File: config.mk
export PLATFORM = sky130hd
export DESIGN_NAME = lvds_ddr_serializer
export DESIGN_NICKNAME = d
export VERILOG_FILES = /design/src/rtl/lvds_ddr_serializer_pkg.sv /design/src/rtl/lvds_ddr_serializer_prbs7_word_gen.sv /design/src/rtl/lvds_ddr_serializer.sv
export SDC_FILE = /design/constraint.sdc
export NUM_CORES = 1
export LEC_CHECK = 0
export CORE_MARGIN = 8
export CORE_UTILIZATION = 45
export DETAILED_ROUTE_END_ITERATION = 16
export DONT_BUFFER_PORTS = 1
export GPL_ROUTABILITY_DRIVEN = 0
export PLACE_DENSITY_LB_ADDON = 0.1
export SYNTH_ARGS = -nofsm -noshare
export SYNTH_HDL_FRONTEND = slang
export SYNTH_HIERARCHICAL = 1
export SYNTH_SLANG_ARGS = --single-unit
File: constraint.sdc
create_clock -name dco_clk -period 3.8 [get_ports dco_clk]
set_clock_uncertainty 0.1 [all_clocks]
set_input_delay 0.38 -clock dco_clk [delete_from_list [all_inputs] [get_ports dco_clk]]
set_output_delay 0.38 -clock dco_clk [all_outputs]
set_load 0.01 [all_outputs]
File: src/rtl/lvds_ddr_serializer_pkg.sv
// Shared constants for the LVDS DDR serializer: source mode encodings,
// PRBS7 polynomial/seed and the default word width.
package lvds_ddr_serializer_pkg;

    localparam int S_DEFAULT = 8;

    typedef logic [1:0] mode_t;

    localparam mode_t MODE_STREAM  = 2'd0;
    localparam mode_t MODE_PATTERN = 2'd1;
    localparam mode_t MODE_RAMP    = 2'd2;
    localparam mode_t MODE_PRBS7   = 2'd3;

    // x^7 + x^6 + 1: feedback taps on the two oldest bits
    localparam logic [6:0] PRBS7_TAPS = 7'h60;
    localparam logic [6:0] PRBS7_SEED = 7'h7F;

    function automatic logic prbs7_fb(input logic [6:0] state);
        return ^(state & PRBS7_TAPS);
    endfunction

endpackage

File: src/rtl/lvds_ddr_serializer_prbs7_word_gen.sv
// PRBS7 word source: exposes the next S generated bits (first bit in the MSB)
// and advances the LFSR by S steps when a word is taken.
module prbs7_word_gen
    import lvds_ddr_serializer_pkg::*;
#(
    parameter int S = S_DEFAULT
) (
    input  logic         dco_clk,
    input  logic         reset_n,
    input  logic         advance,
    output logic [S-1:0] word
);

    logic [6:0] lfsr_q;
    logic [6:0] lfsr_nx;

    always_comb begin
        lfsr_nx = lfsr_q;
        word    = '0;
        for (int i = S - 1; i >= 0; i--) begin
            word[i] = prbs7_fb(lfsr_nx);
            lfsr_nx = {lfsr_nx[5:0], word[i]};
        end
    end

    always_ff @(posedge dco_clk or negedge reset_n) begin
        if (!reset_n) begin
            lfsr_q <= PRBS7_SEED;
        end else if (advance) begin
            lfsr_q <= lfsr_nx;
        end
    end

endmodule

File: src/rtl/lvds_ddr_serializer.sv
// S-bit word to DDR bit-pair serializer with stream/pattern/ramp/PRBS7 sources,
// bit-slip alignment and forwarded data/frame clock pairs.
module lvds_ddr_serializer
    import lvds_ddr_serializer_pkg::*;
#(
    parameter int          S         = S_DEFAULT,
    parameter logic [S-1:0] IDLE_WORD = '0
) (
    input  logic                 dco_clk,
    input  logic                 reset_n,
    input  logic [S-1:0]         in_data,
    input  logic                 in_valid,
    output logic                 in_ready,
    input  logic [1:0]           mode,
    input  logic [S-1:0]         pattern,
    input  logic                 slip_req,
    output logic                 dout_rise,
    output logic                 dout_fall,
    output logic                 dco_rise,
    output logic                 dco_fall,
    output logic                 fco_rise,
    output logic                 fco_fall,
    output logic [$clog2(S)-1:0] slip_offset,
    output logic [15:0]          underflow_cnt
);

    localparam int PW = $clog2(S / 2);
    localparam int OW = $clog2(S);
    localparam int IW = $clog2(2 * S) + 1;
    localparam logic [PW-1:0] LAST_PHASE = PW'(S / 2 - 1);

    logic [PW-1:0] phase_q, phase_nx;
    logic [S-1:0]  cur_q, cur_nx, prev_q, prev_nx, hold_q, hold_nx, ramp_q, ramp_nx;
    logic          hold_vld_q, hold_vld_nx, pend_q, pend_nx;
    logic [OW-1:0] off_q, off_nx;
    logic [15:0]   ucnt_q, ucnt_nx;
    mode_t         mode_q, act_mode;
    logic          boundary, hs, prbs_adv;
    logic [S-1:0]  prbs_word;

    logic [2*S-1:0] window_nx, window_sh;
    logic [IW-1:0]  fall_idx, bit_pos;

    prbs7_word_gen #(.S(S)) u_prbs (
        .dco_clk (dco_clk),
        .reset_n (reset_n),
        .advance (prbs_adv),
        .word    (prbs_word)
    );

    // Mode is only honoured at a word boundary; between boundaries the last one holds.
    assign boundary = (phase_q == LAST_PHASE);
    assign act_mode = boundary ? mode : mode_q;
    assign in_ready = reset_n && (act_mode == MODE_STREAM) && (!hold_vld_q || boundary);
    assign hs       = in_valid && in_ready;

    always_comb begin
        phase_nx    = boundary ? '0 : phase_q + PW'(1);
        cur_nx      = cur_q;
        prev_nx     = prev_q;
        hold_nx     = hold_q;
        hold_vld_nx = hold_vld_q;
        ramp_nx     = ramp_q;
        ucnt_nx     = ucnt_q;
        off_nx      = off_q;
        pend_nx     = pend_q | slip_req;
        prbs_adv    = 1'b0;
        if (hs) begin
            hold_nx     = in_data;
            hold_vld_nx = 1'b1;
        end
        if (boundary) begin
            prev_nx = cur_q;
            if (pend_nx) begin
                off_nx  = (off_q == OW'(S - 1)) ? '0 : off_q + OW'(1);
                pend_nx = 1'b0;
            end
            case (mode)
                MODE_STREAM: begin
                    if (hold_vld_q) begin
                        cur_nx      = hold_q;
                        hold_vld_nx = hs;
                    end else if (hs) begin
                        cur_nx      = in_data;
                        hold_vld_nx = 1'b0;
                    end else begin
                        cur_nx = IDLE_WORD;
                        if (ucnt_q != 16'hFFFF) ucnt_nx = ucnt_q + 16'd1;
                    end
                end
                MODE_PATTERN: cur_nx = pattern;
                MODE_RAMP: begin
                    cur_nx  = ramp_q;
                    ramp_nx = ramp_q + S'(1);
                end
                default: begin
                    cur_nx   = prbs_word;
                    prbs_adv = 1'b1;
                end
            endcase
        end
    end

    // Select the pair from the post-edge window so a freshly loaded word shows up
    // on the very next cycle. Higher window bits are older, so +offset delays.
    always_comb begin
        window_nx = {prev_nx, cur_nx};
        fall_idx  = IW'(S - 2) + IW'(off_nx) - (IW'(phase_nx) << 1);
        window_sh = window_nx >> fall_idx;
        bit_pos   = IW'(phase_nx) << 1;
    end

    always_ff @(posedge dco_clk or negedge reset_n) begin
        if (!reset_n) begin
            phase_q    <= '0;
            cur_q      <= '0;
            prev_q     <= '0;
            hold_q     <= '0;
            hold_vld_q <= 1'b0;
            ramp_q     <= '0;
            off_q      <= '0;
            pend_q     <= 1'b0;
            ucnt_q     <= '0;
            mode_q     <= MODE_STREAM;
        end else begin
            phase_q    <= phase_nx;
            cur_q      <= cur_nx;
            prev_q     <= prev_nx;
            hold_q     <= hold_nx;
            hold_vld_q <= hold_vld_nx;
            ramp_q     <= ramp_nx;
            off_q      <= off_nx;
            pend_q     <= pend_nx;
            ucnt_q     <= ucnt_nx;
            if (boundary) mode_q <= mode;
        end
    end

    // Output register stage
    always_ff @(posedge dco_clk or negedge reset_n) begin
        if (!reset_n) begin
            dout_rise <= 1'b0;
            dout_fall <= 1'b0;
            fco_rise  <= 1'b0;
            fco_fall  <= 1'b0;
            dco_rise  <= 1'b0;
            dco_fall  <= 1'b0;
        end else begin
            dout_rise <= window_sh[1];
            dout_fall <= window_sh[0];
            fco_rise  <= (bit_pos < IW'(S / 2));
            fco_fall  <= ((bit_pos + IW'(1)) < IW'(S / 2));
            dco_rise  <= 1'b1;
            dco_fall  <= 1'b0;
        end
    end

    assign slip_offset   = off_q;
    assign underflow_cnt = ucnt_q;

endmodule

# After elaboration in Yosys (flattened, before gate mapping)
# Cells that the tools add are included.
dict set report totals {
  input_bits 22
  ff_bits 69
  elab_cells 70
  out_inout_bits 26
}
dict set report op_classes {
  bitwise 3
  order_cmp 2
  add_sub_neg 7
  shifts 1
  muxes 18
  reduce_logical 18
  eq_ne 5
}
# cell count
set op_table {}
lappend op_table {{7-bit parity} 8}
lappend op_table {{8-bit two-way mux} 4}
lappend op_table {{8-bit case mux with 3 select lines} 1}
lappend op_table {{16-bit by 1-bit adder with 16-bit output (second input constant)} 1}
lappend op_table {{16-bit != test (second input constant)} 1}
lappend op_table {{16-bit by 5-bit right shift with 2-bit output} 1}
lappend op_table {{3-bit two-way mux} 3}
lappend op_table {{8-bit by 1-bit adder with 8-bit output (second input constant)} 1}
lappend op_table {{1-bit two-way mux} 8}
lappend op_table {{5-bit AND reduction} 1}
lappend op_table {{4-bit by 3-bit subtractor with 5-bit output} 1}
lappend op_table {{3-bit by 1-bit adder with 4-bit output (second input constant)} 1}
lappend op_table {{3-bit by 3-bit adder with 4-bit output (first input constant)} 1}
lappend op_table {{2-bit == test (second input constant)} 2}
lappend op_table {{2-bit logical NOT} 2}
lappend op_table {{4-bit by 3-bit less-than comparator with 1-bit output (second input constant)} 1}
lappend op_table {{2-bit two-way mux} 2}
lappend op_table {{3-bit by 1-bit adder with 3-bit output (second input constant)} 1}
lappend op_table {{3-bit == test (second input constant)} 1}
lappend op_table {{1-bit logical AND} 3}
lappend op_table {{3-bit less-than comparator (second input constant)} 1}
lappend op_table {{3-bit OR reduction} 1}
lappend op_table {{2-bit by 1-bit adder with 2-bit output (second input constant)} 1}
lappend op_table {{2-bit by 1-bit == test with 1-bit output (second input constant)} 1}
lappend op_table {{other kinds (5)} 6}

# Longest topological paths before layout
# Gate-level depths: netlist (run 1).
dict set report depth {
  depth_word 11
  depth_mapped 12
  depth_no_buf 10
}

# By module
# The synthesis (run 1) kept the hierarchy.
# module seq_area_each_um2 n_inst cells_per_inst area_each_um2
set by_module_without_submodules {}
lappend by_module_without_submodules {lvds_ddr_serializer 1526.5 1 346 3407.0}
lappend by_module_without_submodules {prbs7_word_gen 183.9 1 23 356.6}

# Least setup slack after synthesis (run 1)
# No wires, ideal clock.
dict set report synth_timing {
  path_type {register -> register}
  from {register phase_q[0]}
  to {register dout_fall}
  period_less_slack_ns 3.578
  t_arrival_ns 3.391
  setup_ns 0.087
  path_buffers 4
  path_slack_ns 0.222
  path_stages_with_launch 13
  t_required_ns 3.613
  cell_sequence {dfrtp_1 -> ha_1 -> buf_6 -> buf_2 -> clkbuf_1 -> nor2_1 -> ha_1 -> fa_1 -> clkbuf_1 -> mux4_2 -> a221oi_1 -> o311ai_1 -> a211oi_2}
}
dict set report synth_between {
  elab_cells_between_ends 18
  classes_between {3 x add/sub; 1 x eq/ne; 1 x shift; 8 x mux; 5 x reduce/logical}
}
# item line_no
set synth_rtl {}
lappend synth_rtl {{from (decl)} lvds_ddr_serializer.sv:32} ;# logic [PW-1:0] phase_q, phase_nx;
lappend synth_rtl {{from (signal assigned)} lvds_ddr_serializer.sv:126} ;# phase_q <= phase_nx;
lappend synth_rtl {{2-bit by 1-bit adder with 2-bit output or 2-bit == test (tied branches)} {lvds_ddr_serializer.sv:58, lvds_ddr_serializer.sv:52}}
lappend synth_rtl {{2-bit two-way mux *} lvds_ddr_serializer.sv:58} ;# phase_nx = boundary ? '0 : phase_q + PW'(1);
lappend synth_rtl {{named net phase_nx[0]} lvds_ddr_serializer.sv:32}
lappend synth_rtl {{4-bit by 3-bit subtractor with 5-bit output *} lvds_ddr_serializer.sv:108} ;# fall_idx = IW'(S - 2) + IW'(off_nx) - (IW'(phase_nx) << 1);
lappend synth_rtl {{16-bit by 5-bit right shift with 2-bit output *} lvds_ddr_serializer.sv:109} ;# window_sh = window_nx >> fall_idx;
lappend synth_rtl {{named net window_sh[0]} lvds_ddr_serializer.sv:41} ;# logic [2*S-1:0] window_nx, window_sh;
lappend synth_rtl {{to (signal assigned)} lvds_ddr_serializer.sv:150} ;# dout_fall <= window_sh[0];
lappend synth_rtl {{to (decl)} lvds_ddr_serializer.sv:18} ;# output logic dout_fall,
# The timed path passes the listed nets; every way through them passes the cells marked *.
# A chain may end at the register's enable or synchronous reset.

# Worst setup path after layout (run 1)
dict set report layout_timing {
  from {register phase_q[0]}
  to {register dout_fall}
}
dict set report layout_between {
  elab_chain_len 11
  elab_cells_between_ends 18
  classes_between {3 x add/sub; 1 x eq/ne; 1 x shift; 8 x mux; 5 x reduce/logical}
}
# item line_no
set layout_rtl {}
lappend layout_rtl {{parallel branches: the longest is 10 deep, another holds 4-bit by 3-bit subtractor with 5-bit output} --}
lappend layout_rtl {{16-bit by 5-bit right shift with 2-bit output *} lvds_ddr_serializer.sv:109}
lappend layout_rtl {{named net window_sh[0]} lvds_ddr_serializer.sv:41}
# Mark *: on every way through the listed nets, which the timed path passes.

==> results.py, run 1 <==
metrics = {
    "yosys": {
        "yosysSeqAreaShare_pct": 45.45,
        "synth_area_sq_mm": 0.003764,
        "postSynthAreaPerCell_sq_um": 10.20,
        "yosys_register_bits": 68,
        "post-synth-top-area-cell": "dfrtp_1",
        "synth_nets": 400,
        "synth_top_area_share_pct": 40.56,
        "ys_warn_count": 6,
        "synth_edf_count": 0,
        "yosysUniqueCellTypes": 58,
        "async_reset_ff_share_pct": 100.0,
        "synth_ff_type": "dfrtp_1",
        "synth_area_leaders": "dfrtp_1 41%, dfstp_2 4.9%, mux2i_1 4.0%",
        "synthCells": 369,
    },
    "final_layout": {
        "post-route-util_pct": 49.57,
        "nets": 397,
        "fin_area_sq_mm": 0.004053,
        "final_cell_count_no_fill": 476,
        "syn2layout_area_growth_pct": 7.680,
        "drive_above_1_share_pct": 14.02,
        "diodes": 0,
    },
    "routing": {
        "viasPerCell": 5.592,
        "wirelength_mm": 8.575,
        "first_iter_violations": 169,
        "avgRoutedWirePerCell_microns": 18.01,
        "drt_first_pass_iters": 4,
        "antenna_left": 0,
        "vias": 2662,
        "drcViolationCount": 0,
    },
    "grt": {
        "overflow": 0,
        "grt_antenna_before_repair": 1,
        "grtUsageTotal_pct": 15.19,
        "grt_first_pass_wirelength_mm": 13.62,
        "grt_max_degree": 69,
        "grt_pass1_vias": 2508,
    },
    "setup_path": {
        "cp.required_ns": 3.97,
        "start_kind": "flip-flop",
        "critPathMaxStageDelay_ns": 0.60,
        "critPathMaxFanout": 3,
        "crit_slowest_cell": "fa_1",
        "arrival_ns": 3.46,
        "worstPathCellList": "ha_1, o21ai_1, mux2i_1, ha_1, fa_1, mux4_2, a221oi_1, o311ai_1, a211oi_2",
        "path_common_cell": "ha_1",
        "crit_type": "flip-flop to flip-flop",
        "critPathCaptureType": "flip-flop",
    },
    "pwr": {
        "ir_drop_mv": 0.2972,
        "power_density_mw_per_mm2": 557.3,
        "finalPower_mw": 2.258,
        "leakage_nw": 1.847,
    },
    "die": {
        "placementRows": 33,
        "die-area_sq_mm": 0.01155,
        "dieWidth_microns": 107.5,
        "io_pins": 48,
        "core_sq_mm": 0.008175,
        "die_h_microns": 107.5,
        "start_util_pct": 46.04,
    },
    "place": {
        "place_hpwl_mm": 6.173,
        "port_buffers": 0,
        "dp.cells": 458,
        "placed_area_sq_mm": 0.003822,
    },
    "sta": {
        "hold_viol_final": 0,
        "period_needed_ns": 3.293,
        "timing.fmax_ghz": 0.3037,
        "final_max_slew_viol_count": 0,
        "rsz0062_at_grt": "no",
        "max-slew-margin-rel_pct": 38.04,
        "worst_pin_slew_ns": 0.9060,
        "finalSetupViolations": 0,
        "post-route-period-util_pct": 86.65,
        "tns_ns": 0,
    },
    "clock_tree": {
        "cts_buffer_depth": 2,
        "hold_buffers": 2,
        "post_cts_resized": 0,
        "clkTransAtPathRegs_ns": 0.08,
        "clkLatencyLatePin_ns": 0.35,
        "cts_root_buf": "clkbuf_8",
        "cts_tree": "yes",
        "postCtsSetupRepairBufs": 0,
        "cts_sinks": 68,
        "numCtsBuffers": 9,
        "htree_num_levels": 3,
    },
    "hold_path": {
        "hp-class": "input port to flip-flop",
    },
    "status": {
        "status": "complete, no violations",
    },
    "job": {
        "drv_cap": 0,
    },
}
[metrics by stage]
stage	hold slack, ns	setup WS (ns)
after floorplan	-0.01559	0.2219
after global placement	-0.01278	0.5859
after detailed placement	-0.01271	0.5239
after CTS	0.03158	0.5012
after global routing	0.02563	0.3280
final	0.03653	0.5073
[registers in the layout (all words and copies together), names as in the netlist, 2 cells and up]
signal,cells
underflow_cnt,16
cur_q,8
hold_q,8
prev_q,8
ramp_q,8
u_prbs/lfsr_q,7
slip_offset,3
mode_q,2
phase_q,2
[cell usage in the layout, fill, tap and decap left out, drive strengths merged, types with 4 or more instances in the layout]
cell,count
o211ai,7
a221oi,5
nor2b,4
nor3,7
a21oi,6
a211oi,4
clkinv,5
mux2,12
nand3,13
inv,35
nand2,30
mux2i,15
xnor2,17
xor2,14
nor2,22
dfstp,7
clkbuf,10
nand4,7
o21ai,22
and3,5
a22oi,5
a2111oi,6
dfrtp,61
buf,5
ha,8
[layout make-up]
type                    instances  area [sq um]
clock inverters                 6         65.06
multi-input cells             245          1815
repair buffers                  6         67.56
fillers                       770          4123
clock buffers                  10         127.6
well taps                     105         131.4
flip-flops and latches         68          1710
inverters                      36         135.1
[layer usage]
layer,track usage (%),vias to the layer above,share of wire (%)
li1,-,1282,-
met1,21.69,1309,49
met2,21.01,63,43
met3,4.491,8,6.1
met4,5.748,0,1.3
met5,0,-,0
[synth_stat cells, types with 3 or more instances]
| master | count |
|---|---|
| a2111oi_0 | 3 |
| a211oi_1 | 3 |
| a21o_1 | 3 |
| a21oi_1 | 6 |
| a221oi_1 | 5 |
| a22oi_1 | 5 |
| and3_1 | 5 |
| buf_2 | 4 |
| clkbuf_1 | 11 |
| dfrtp_1 | 61 |
| dfstp_2 | 7 |
| ha_1 | 8 |
| inv_1 | 35 |
| mux2_2 | 11 |
| mux2i_1 | 15 |
| mux4_2 | 3 |
| nand2_1 | 29 |
| nand3_1 | 12 |
| nand4_1 | 7 |
| nor2_1 | 22 |
| nor2b_1 | 4 |
| nor3_1 | 5 |
| o211ai_1 | 7 |
| o21ai_0 | 19 |
| o21ai_1 | 3 |
| o22a_1 | 3 |
| o31ai_1 | 3 |
| xnor2_1 | 17 |
| xor2_1 | 14 |
[worst max-delay path: cells and delay by family, from the launching register on]
kind	cells	cell delay, ns
AOI/OAI and AO/OA	4	0.79
muxes	2	0.80
adders and majority gates	3	1.12
DFF	1	0.39
[kinds of logic after synthesis]
family	share of synthesized area, %
AOI/OAI and AO/OA	14.93
muxes	9.474
DFF	45.45
other	0.1995
xor gates and xnor gates	7.879
adders and majority gates	3.192
and+or+nand+nor	12.57
buffers and inverters	6.316
[worst paths after layout]
check,start,to,slack (ns),cells past startpoint
setup / recovery,phase_q[0]$_DFF_PN0_,dout_fall$_DFF_PN0_,0.51,9
hold / removal,in_data[3],hold_q[3]$_DFFE_PN0N_,0.04,2
setup reg to reg,phase_q[0]$_DFF_PN0_,dout_fall$_DFF_PN0_,0.51,9
hold reg to reg,phase_q[0]$_DFF_PN0_,phase_q[0]$_DFF_PN0_,0.36,1
max in group asynchronous,reset_n,u_prbs/lfsr_q[4]$_DFFE_PN1P_,2.80,2
min in group asynchronous,reset_n,fco_fall$_DFF_PN0_,0.45,2
[power by group]
part / switching, mW / leakage (nW) / internal [mW]
combinational: 0.379 / 0.909 / 0.307
clock: 0.289 / 0.0962 / 0.303
sequential: 0.131 / 0.841 / 0.850
total: 0.799 / 1.85 / 1.46
No activity file was read; power rests on OpenSTA's default activity.
==> inputs of run 2 (changes only) <==
Settings changed: CTS_BUF_LIST from default to sky130_fd_sc_hd__clkbuf_8, SYNTH_HIERARCHICAL 1 to default.
==> run 2 against run 1 <==
Compared with the run above: sequential share of layout area rose by 1.7 points; via count is 6.5% lower; global-route usage is 0.58 points lower; synthesized area down 3.4%; non-clock buffer count shrank 2; cell count shrank 5.3%; register-to-register slack better by 0.16 ns; flip-flop and latch count stayed put; wire length shrank 7.3%; clock-buffer cell count increased by 2; sequential power grew 11%.
==> results.py, run 2 <==
metrics = {
    "yosys": {
        "synthAdderAreaFrac_pct": 3.579,
        "synthMostInstantiatedCell": "dfrtp_1",
        "synth_area_leaders": "dfrtp_1 42%, dfstp_2 5.1%, xnor2_1 5.1%",
        "postSynthAreaPerCell_sq_um": 10.42,
        "yosysSeqAreaShare_pct": 47.04,
        "yosys_register_bits": 68,
        "synthCells": 349,
        "synth_top_family_by_area": "compound AO/OA/AOI/OAI gates",
        "yosys.area_share.simple_pct": 13.56,
        "ys_warn_count": 0,
        "synth_edf_count": 0,
        "yosysUniqueCellTypes": 58,
        "synth_xor_area_share_pct": 7.605,
        "post-synth-top-area-cell": "dfrtp_1",
        "async_reset_ff_share_pct": 100.0,
        "synth_nets": 380,
        "synth_compound_area_share_pct": 13.76,
        "synth_area_sq_mm": 0.003636,
        "synth_ff_type": "dfrtp_1",
        "muxShareOfSynthArea_pct": 8.981,
        "synth_top_area_share_pct": 41.98,
        "synthTopCellsByCount": "61 x dfrtp_1, 36 x nor2_1, 27 x nand2_1, 22 x inv_1, 21 x xnor2_1",
    },
    "setup_path": {
        "reg2reg_from": "phase_q[0]$_DFF_PN0_",
        "critPathCaptureType": "flip-flop",
        "worstPathCellList": "ha_1, o21ai_1, mux2i_1, ha_1, fa_1, mux4_2, o211ai_1, o41ai_1",
        "start_kind": "flip-flop",
        "cp.depth": 8,
        "cp-endpoint": "dout_fall$_DFF_PN0_",
        "crit_start": "phase_q[0]$_DFF_PN0_",
        "path_common_cell": "ha_1",
        "cp.required_ns": 3.90,
        "rrSetupSlack_ns": 0.67,
        "timing.rr.end": "dout_fall$_DFF_PN0_",
        "cpLargestDelayFamily": "adder cells",
        "crit_type": "flip-flop to flip-flop",
        "crit_slowest_cell": "fa_1",
        "reg2reg_depth": 8,
        "critPathMaxFanout": 10,
        "critPathMaxStageDelay_ns": 0.67,
        "arrival_ns": 3.23,
        "crit_buf_inv": 0,
    },
    "sta": {
        "period_needed_ns": 3.132,
        "hold_viol_final": 0,
        "post-route-period-util_pct": 82.42,
        "holdWs_ns": 0.08363,
        "finalSetupViolations": 0,
        "tns_ns": 0,
        "final_max_slew_viol_count": 0,
        "timing.fmax_ghz": 0.3193,
        "rsz0062_at_grt": "no",
    },
    "clock_tree": {
        "cts_buffer_depth": 2,
        "post_cts_resized": 0,
        "cts_sinks": 68,
        "htree_num_levels": 3,
        "clkLatencyLatePin_ns": 0.34,
        "numCtsBuffers": 9,
        "clkTransAtPathRegs_ns": 0.08,
        "cts_root_buf": "clkbuf_8",
        "cts_tree": "yes",
    },
    "final_layout": {
        "largest_register_ffs": 16,
        "diodes": 0,
        "n_fill_cell": 744,
        "fin_area_sq_mm": 0.003895,
        "nets": 375,
        "syn2layout_area_growth_pct": 7.123,
        "final_common_cell": "dfrtp_1",
        "drive_above_1_share_pct": 15.19,
        "layout_common_cells": "61 x dfrtp_1, 36 x nor2_1, 27 x nand2_1",
    },
    "routing": {
        "antenna_left": 0,
        "vias": 2490,
        "avgRoutedWirePerCell_microns": 17.63,
        "first_iter_violations": 137,
        "viasPerCell": 5.521,
        "drcViolationCount": 0,
        "wirelength_mm": 7.951,
        "drt_first_pass_iters": 4,
    },
    "pwr": {
        "ir_drop_mv": 0.2471,
        "power_density_mw_per_mm2": 619.6,
        "leakage_nw": 1.735,
    },
    "place": {
        "place_hpwl_mm": 5.584,
        "placed_area_sq_mm": 0.003674,
        "port_buffers": 0,
    },
    "grt": {
        "overflow": 0,
        "grtUsageTotal_pct": 14.61,
        "grt_first_pass_wirelength_mm": 12.97,
        "use_met1_pct": 18.92,
        "met2_usage_pct": 21.45,
        "grt_pass1_vias": 2487,
        "grt_antenna_before_repair": 1,
        "busiest_layer": "met2",
        "grt_max_degree": 69,
        "use_met3_pct": 4.771,
    },
    "die": {
        "core_sq_mm": 0.007767,
        "die_h_microns": 105.9,
        "dieWidth_microns": 105.9,
        "placementRows": 32,
        "start_util_pct": 46.81,
        "io_pins": 48,
        "die-area_sq_mm": 0.01121,
    },
    "status": {
        "status": "complete, no violations",
    },
    "hold_path": {
        "hp-class": "input port to flip-flop",
    },
    "job": {
        "drv_cap": 0,
    },
}
-- run 2: changes by cell type after synthesis, sizes merged, moves of 5 or more --
| cell | delta |
|---|---|
| nor2 | +14 |
| inv | -13 |
| o21ai | -10 |
| a21oi | +9 |
| mux2i | -6 |
| xor2 | -6 |
| buf | +5 |
| clkbuf | -5 |
| nor3 | -5 |
-- run 2: worst min-delay path by stage --
| stage | to | startpoint | cells after the start |
|---|---|---|---|
| 6_report | hold_q[3]$_DFFE_PN0N_ | in_data[3] | 1 |
| 5_1_grt | hold_q[3]$_DFFE_PN0N_ | in_data[3] | 1 |
| 4_1_cts | hold_q[3]$_DFFE_PN0N_ | in_data[3] | 1 |
| 3_5_place_dp | underflow_cnt[2]$_DFFE_PN0P_ | reset_n | 0 |
| 3_3_place_gp | underflow_cnt[3]$_DFFE_PN0P_ | reset_n | 0 |
| 2_1_floorplan | cur_q[0]$_DFF_PN0_ | reset_n | 0 |
-- run 2: cell families after synthesis --
| group | after synthesis |
|---|---|
| AOI/OAI and AO/OA | 66 |
| other | 2 |
| xor gates and xnor gates | 30 |
| and+or+nand+nor | 103 |
| DFF | 68 |
| buffers and inverters | 43 |
| muxes | 27 |
| adders and majority gates | 10 |
-- run 2: what timing repair did --
item / CTS / global route
hold endpoints to repair: 68 / 0
hold buffers: 2 / 0
setup buffers: 0 / 0
-- run 2: power by group --
part / switching, mW / internal, mW / total (mW)
Clock: 0.269 / 0.284 / 0.553
Sequential: 0.175 / 0.918 / 1.09
Combinational: 0.388 / 0.378 / 0.766
Total: 0.833 / 1.58 / 2.41
-- run 2: metrics by stage --
step / instances / utilization [%] / setup slack, ns / power (mW)
4_1_cts: 451 / 50.14 / 0.6398 / 2.438
2_1_floorplan: 349 / - / 0.6399 / 1.697
6_report: 451 / 50.14 / 0.6682 / 2.414
5_1_grt: 451 / 50.14 / 0.4586 / 2.580
3_5_place_dp: 433 / 47.29 / 0.6490 / 1.856
3_3_place_gp: 433 / 47.29 / 0.6965 / 1.838
-- run 2: per-layer routing --
metal / vias up / wire [microns]
met2: 72 / 3545
met4: 0 / 143
met3: 10 / 579
li1: 1216 / -
met5: - / 0
met1: 1192 / 3682
-- run 2: final cells by class --
cell class / instances / area [sq um] / area share [%]
sequential: 68 / 1710 / 43.91
clock inverter: 4 / 18.77 / 0.4818
inverter: 23 / 86.33 / 2.217
tap: 102 / 127.6 / 3.277
timing repair buffer: 4 / 52.55 / 1.349
multi-input combinational: 238 / 1734 / 44.52
clock buffer: 12 / 165.2 / 4.240
-- run 2: worst reg2reg max path: stages, from the launching register on --
cell and delay, ns:
dfrtp_1 0.38, ha_1 0.21, o21ai_1 0.21, mux2i_1 0.28, ha_1 0.38, fa_1 0.68
mux4_2 0.51, o211ai_1 0.16, o41ai_1 0.09
